**src/rtl/multiword_add_seq.sv**
```systemverilog
// ---------------------------------------------------------------------------
// multiword_add_seq
//
// Wide adder built from one Width-bit ripple-carry slice. The slice is reused
// once per cycle, least-significant word first. The carry between words is
// kept in a register. An addition of Width*Words bits takes Words cycles after
// accept, and the result is presented through a valid/ready handshake.
//
// Optional feature macro: MWADD_SUB_EN
//   When it is defined, the sub_i port is added. It is sampled at accept.
//   With sub_i=1 the block computes add1_i - add2_i as add1_i + ~add2_i + 1.
//   In that case carry_o=1 means no borrow occurred.
//
// Parameters
//   Width : bit width of the adder slice (one word)
//   Words : number of words per operand (must be >= 2)
//
// Ports
//   clk_i       in   clock, rising edge
//   rst_ni      in   asynchronous active-low reset
//   in_valid_i  in   operands valid
//   in_ready_o  out  block can accept operands (IDLE)
//   add1_i      in   first operand, Width*Words bits
//   add2_i      in   second operand, Width*Words bits
//   sub_i       in   subtract select (only with MWADD_SUB_EN)
//   out_valid_o out  result valid (DONE)
//   out_ready_i in   consumer accepts result
//   sum_o       out  last completed sum, registered
//   carry_o     out  carry out of the most-significant word, registered
//   busy_o      out  high while words are being processed
// ---------------------------------------------------------------------------
module multiword_add_seq #(
  parameter int Width = 32,
  parameter int Words = 4
) (
  input  logic                   clk_i,
  input  logic                   rst_ni,
  input  logic                   in_valid_i,
  output logic                   in_ready_o,
  input  logic [Width*Words-1:0] add1_i,
  input  logic [Width*Words-1:0] add2_i,
`ifdef MWADD_SUB_EN
  input  logic                   sub_i,
`endif
  output logic                   out_valid_o,
  input  logic                   out_ready_i,
  output logic [Width*Words-1:0] sum_o,
  output logic                   carry_o,
  output logic                   busy_o
);

  localparam int TotW = Width * Words;
  localparam int IdxW = (Words > 1) ? $clog2(Words) : 1;
  localparam logic [IdxW-1:0] IdxLast = IdxW'(Words - 1);
  localparam logic [IdxW-1:0] IdxOne  = IdxW'(1);

  typedef enum logic [1:0] {
    S_IDLE = 2'd0,
    S_BUSY = 2'd1,
    S_DONE = 2'd2
  } state_t;

  state_t r_state;
  state_t w_state_nxt;

  // Operand shift registers, the partial result and the inter-word carry.
  logic [TotW-1:0] r_op1;
  logic [TotW-1:0] r_op2;
  logic [TotW-1:0] r_res;
  logic            r_carry;
  logic [IdxW-1:0] r_idx;

  // Registered outputs.
  logic            r_in_ready;
  logic            r_busy;
  logic            r_out_valid;
  logic [TotW-1:0] r_sum;
  logic            r_carry_out;

  logic            w_in_ready_nxt;
  logic            w_busy_nxt;
  logic            w_out_valid_nxt;

  // Handshake and slice signals.
  logic            w_accept;
  logic            w_release;
  logic            w_last_word;
  logic [Width:0]  w_slice;
  logic [TotW-1:0] w_res_shifted;
  logic [TotW-1:0] w_op2_load;
  logic            w_carry_init;

  // r_in_ready and r_out_valid are registered copies of the IDLE and DONE
  // decodes. Gating the handshakes with them keeps in_ready_o=0 in the first
  // cycle after reset, and no accept can happen in that cycle either.
  assign w_accept    = r_in_ready & in_valid_i;
  assign w_release   = r_out_valid & out_ready_i;
  assign w_last_word = (r_state == S_BUSY) && (r_idx == IdxLast);

  // One Width-bit ripple-carry slice. The low word of each operand register
  // is added to the chained carry.
  assign w_slice = {1'b0, r_op1[Width-1:0]} + {1'b0, r_op2[Width-1:0]}
                 + {{Width{1'b0}}, r_carry};

  // The slice sum enters at the top of the result register. After Words
  // shifts, the least-significant word ends up at the bottom.
  assign w_res_shifted = {w_slice[Width-1:0], r_res[TotW-1:Width]};

  // Selects the second operand and the initial carry for add or subtract.
`ifdef MWADD_SUB_EN
  always_comb begin
    w_op2_load   = add2_i;
    w_carry_init = 1'b0;
    if (sub_i) begin
      w_op2_load   = ~add2_i;
      w_carry_init = 1'b1;
    end else begin
      w_op2_load   = add2_i;
      w_carry_init = 1'b0;
    end
  end
`else
  always_comb begin
    w_op2_load   = add2_i;
    w_carry_init = 1'b0;
  end
`endif

  // FSM state register.
  always_ff @(posedge clk_i or negedge rst_ni) begin
    if (!rst_ni) begin
      r_state <= S_IDLE;
    end else begin
      r_state <= w_state_nxt;
    end
  end

  // FSM next-state logic.
  always_comb begin
    w_state_nxt = r_state;
    case (r_state)
      S_IDLE: begin
        if (w_accept) begin
          w_state_nxt = S_BUSY;
        end else begin
          w_state_nxt = S_IDLE;
        end
      end
      S_BUSY: begin
        if (r_idx == IdxLast) begin
          w_state_nxt = S_DONE;
        end else begin
          w_state_nxt = S_BUSY;
        end
      end
      S_DONE: begin
        if (w_release) begin
          w_state_nxt = S_IDLE;
        end else begin
          w_state_nxt = S_DONE;
        end
      end
      default: begin
        w_state_nxt = S_IDLE;
      end
    endcase
  end

  // FSM output decode. It is taken from the next state so that the
  // registered flags line up with the state they describe.
  always_comb begin
    w_in_ready_nxt  = 1'b0;
    w_busy_nxt      = 1'b0;
    w_out_valid_nxt = 1'b0;
    case (w_state_nxt)
      S_IDLE: begin
        w_in_ready_nxt = 1'b1;
      end
      S_BUSY: begin
        w_busy_nxt = 1'b1;
      end
      S_DONE: begin
        w_out_valid_nxt = 1'b1;
      end
      default: begin
        w_in_ready_nxt  = 1'b0;
        w_busy_nxt      = 1'b0;
        w_out_valid_nxt = 1'b0;
      end
    endcase
  end

  // Status output registers.
  always_ff @(posedge clk_i or negedge rst_ni) begin
    if (!rst_ni) begin
      r_in_ready  <= 1'b0;
      r_busy      <= 1'b0;
      r_out_valid <= 1'b0;
    end else begin
      r_in_ready  <= w_in_ready_nxt;
      r_busy      <= w_busy_nxt;
      r_out_valid <= w_out_valid_nxt;
    end
  end

  // Operand capture and word-serial datapath.
  always_ff @(posedge clk_i or negedge rst_ni) begin
    if (!rst_ni) begin
      r_op1   <= {TotW{1'b0}};
      r_op2   <= {TotW{1'b0}};
      r_res   <= {TotW{1'b0}};
      r_carry <= 1'b0;
      r_idx   <= {IdxW{1'b0}};
    end else if (w_accept) begin
      r_op1   <= add1_i;
      r_op2   <= w_op2_load;
      r_carry <= w_carry_init;
      r_idx   <= {IdxW{1'b0}};
    end else if (r_state == S_BUSY) begin
      r_op1   <= {{Width{1'b0}}, r_op1[TotW-1:Width]};
      r_op2   <= {{Width{1'b0}}, r_op2[TotW-1:Width]};
      r_res   <= w_res_shifted;
      r_carry <= w_slice[Width];
      r_idx   <= r_idx + IdxOne;
    end else begin
      r_op1   <= r_op1;
      r_op2   <= r_op2;
      r_res   <= r_res;
      r_carry <= r_carry;
      r_idx   <= r_idx;
    end
  end

  // Result registers. They are loaded only on the final word, so sum_o and
  // carry_o keep the last completed result while the next operation runs.
  always_ff @(posedge clk_i or negedge rst_ni) begin
    if (!rst_ni) begin
      r_sum       <= {TotW{1'b0}};
      r_carry_out <= 1'b0;
    end else if (w_last_word) begin
      r_sum       <= w_res_shifted;
      r_carry_out <= w_slice[Width];
    end else begin
      r_sum       <= r_sum;
      r_carry_out <= r_carry_out;
    end
  end

  assign in_ready_o  = r_in_ready;
  assign busy_o      = r_busy;
  assign out_valid_o = r_out_valid;
  assign sum_o       = r_sum;
  assign carry_o     = r_carry_out;

endmodule

```
**config.mk**
```make
export PLATFORM = sky130hd
export DESIGN_NAME = multiword_add_seq
export DESIGN_NICKNAME = d
export VERILOG_FILES = /design/src/rtl/multiword_add_seq.sv
export SDC_FILE = /design/constraint.sdc
export NUM_CORES = 1
export LEC_CHECK = 0
export CELL_PAD_IN_SITES_DETAIL_PLACEMENT = 0
export CELL_PAD_IN_SITES_GLOBAL_PLACEMENT = 1
export CORE_MARGIN = 2
export CORE_UTILIZATION = 35
export DETAILED_ROUTE_END_ITERATION = 6
export GPL_TIMING_DRIVEN = 0
export PLACE_DENSITY = 0.84
export SYNTH_ARGS = -nofsm -noshare
export SYNTH_HDL_FRONTEND = slang
export SYNTH_SLANG_ARGS = --single-unit
```
**constraint.sdc**
```tcl
create_clock -name clk_i -period 5.9 [get_ports clk_i]
set_clock_uncertainty 0.05 [all_clocks]
set_input_delay 1.18 -clock clk_i [delete_from_list [all_inputs] [get_ports clk_i]]
set_output_delay 1.18 -clock clk_i [all_outputs]
set_load 0.01 [all_outputs]
```
==> impl_metrics.ini <==
[min_path]
hold_path_depth = 2
min_path_type = reg -> reg

[routing]
drt-vias-per-instance = 5.046
drc = 0
antenna_left = 0
drtIter0Drc = 1241
dr_total_vias = 18460
postRouteWirelength_um = 70340
dr.pass1.iters = 5
wl_per_cell_um = 19.22

[clocking]
clock_sinks = 489
cts_made_buffers = 53
post_cts_buffers = 0
cts_tree = yes
max-clock-path-buffers = 3
root_buffer = clkbuf_16
htree_levels = 2
path_clk_slew_ns = 0.06
cts_resized = 0
clock_latency_ns = 0.60
hold_buffers = 0

[synth]
synth_top_area_cell = dfrtp_1
synth_flop_cell = dfrtp_1
synth_most_common_cell = nand2_1
ys_seq_area_frac = 0.5792
yosysUniqueCellTypes = 59
synth.top_cell.area_share = 0.5792
synth_area_um2 = 21130
yosys_warnings = 0
synth_edf_count = 0
syn_avg_cell_area_um2 = 8.888
synth_area_leaders = dfrtp_1 (58%), nand2_1 (17%), a31oi_1 (5.8%)
synth_seq_cells = 489
synth-async-reset-ratio = 1.000
syn_nets = 2671
synth_commonest_cells = nand2_1 (965), dfrtp_1 (489), nor2_1 (222)
synth_cells = 2377

[cells_and_area]
layout.cells.non_filler = 3659
layout.nets = 3121
fillers = 5748
fin_area_um2 = 27970
syn_to_final_growth_pct = 32.38
fin_util = 0.4660
layout-drive-gt1-share = 0.03767

[critical_path]
crit_path_start_kind = input port
critPathMaxStageDelay_ns = 0.72
cp_top_family = simple AND/OR/NAND/NOR gates
cp.required_ns = 6.30
reg2regPathDepth = 9
crit_cells = 8
crit_chain = clkdlybuf4s50_1 > and2_1 > clkbuf_1 > nor2_1 > clkbuf_1 > nand2_1 > nor4_1 > nor2_1
critPathMaxFanout = 10
slowest_stage = nor2_1
worst_ep_arrival_time_ns = 3.89
setup.worst_path.class = in -> reg
end_kind = flop
cp.buffers_inverters = 3

[placed_design]
place_inst = 3554
portBuffers = 391
post_dp_cell_area_um2 = 26140
place_ws_ns = 1.749
post-dp-hpwl_um = 54880
gp_congestion = 0.8662

[grt]
grt_pass1_wl_um = 108800
track_usage = 0.2246
antenna_found_initial = 14
globalRouteOverflowTotal = 0
first_global_vias = 18930
grt_start_max_net_pins = 126

[pwr]
power.total_mw = 17.48
vdd_drop_max_mv = 0.2805
power.leakage_nw = 12.83
power_density_nw_per_um2 = 625.1

[timing]
max_slew_margin = 0.3872
setup_viol = 0
finalCriticalPeriod_ns = 3.486
max_freq_mhz = 286.8
worst_pin_slew_ns = 0.9192
finalHoldViolCount = 0
rsz0062_at_grt = no
fin_crit_sh = 0.5909
setup_tns_ns = 0
layout_setup_ws_ns = 2.414
drv_slew = 0
fin_hold_ws_ns = 0.4239

[floorplanning]
dieWidth_um = 249.7
initial_core_util = 0.3520
io_pins = 392
dieArea_um2 = 62350
fp.coreArea_um2 = 60020
placementRows = 90
chipHeight_um = 249.7

[run_status]
status = finished, final reports clean

[run]
max-cap-violations = 0
-- placed cells by master, fill, tap and decap left out, types with 8 or more instances in the layout --
cell             synthesis  routed
xor2_1                  12      12
clkdlybuf4s50_1          0     390
diode_2                  0      10
nor2_1                 222     222
clkbuf_1               151     158
a22o_1                  64      64
clkbuf_8                 0      19
a21o_1                  14      14
dfrtp_1                489     489
o21ai_1                 13      13
clkinv_2                 0       8
a31oi_1                195     195
a21oi_1                 40      40
o31ai_1                 11      11
o21ai_0                 53      53
ha_1                    32      32
xnor2_1                 12      12
nand2_1                965     965
clkbuf_16                0      53
-- path summary, 6_finish.rpt --
path | start | to | slack (ns)
worst max-delay path | in_valid_i | r_res[125] | 2.41
worst min-delay path | r_res[34] | sum_o[2] | 0.42
worst max register to register | r_op1[0] | r_res[114] | 2.53
worst min register to register | r_res[34] | sum_o[2] | 0.42
max in group asynchronous | rst_ni | sum_o[12] | 3.40
min in group asynchronous | rst_ni | r_op1[115] | 0.48
-- worst reg2reg max path, cell delays in order (launching register included) --
cell and delay, ns:
dfrtp_1 0.40, fa_1 0.47, fa_1 0.42, a21oi_1 0.27
o211ai_1 0.34, a211oi_1 0.30, a21oi_1 0.24, a21oi_1 0.22
xor2_1 0.36, o21ai_0 0.14
-- flip-flops by register name, summed over array words and instances, names as in the netlist --
signal       cells
out_valid_o      1
sum_o          128
in_ready_o       1
r_state          2
busy_o           1
r_idx            2
carry_o          1
r_op2          128
r_res           96
r_carry          1
r_op1          128
-- kinds of logic after synthesis --
group,count (synthesis),share of synthesized area
AND/OR/NAND/NOR,1239,0.2265
XOR/XNOR,24,0.009949
AO/OA/AOI/OAI,428,0.1343
buffers and inverters,162,0.02878
multiplexers,1,0.0005329
flip-flops,489,0.5792
adder cells (fa/ha/maj),34,0.02085
-- final cells by class --
class	instances	area [um2]	area share
sequential	489	12240	0.4375
multi-input combinational	1726	8283	0.2961
timing repair buffer	395	4029	0.1440
clock buffer	79	1614	0.05771
tap	782	978.4	0.03498
buffer	155	581.8	0.02080
clock inverter	16	195.2	0.006979
inverter	7	26.28	0.0009394
antenna	10	25.02	0.0008947
-- layer usage --
metal	track usage	share of wire
met4	0.09862	0.037
met2	0.3781	0.49
met3	0.03995	0.055
met1	0.2835	0.42
met5	0	0.00098
-- where the power goes --
| group | internal (mW) | leakage (nW) | switching, mW |
|---|---|---|---|
| combinational | 3.05 | 5.81 | 4.90 |
| clock | 2.06 | 0.904 | 1.37 |
| sequential | 4.94 | 6.12 | 1.16 |
(Power assumes the default switching activity.)
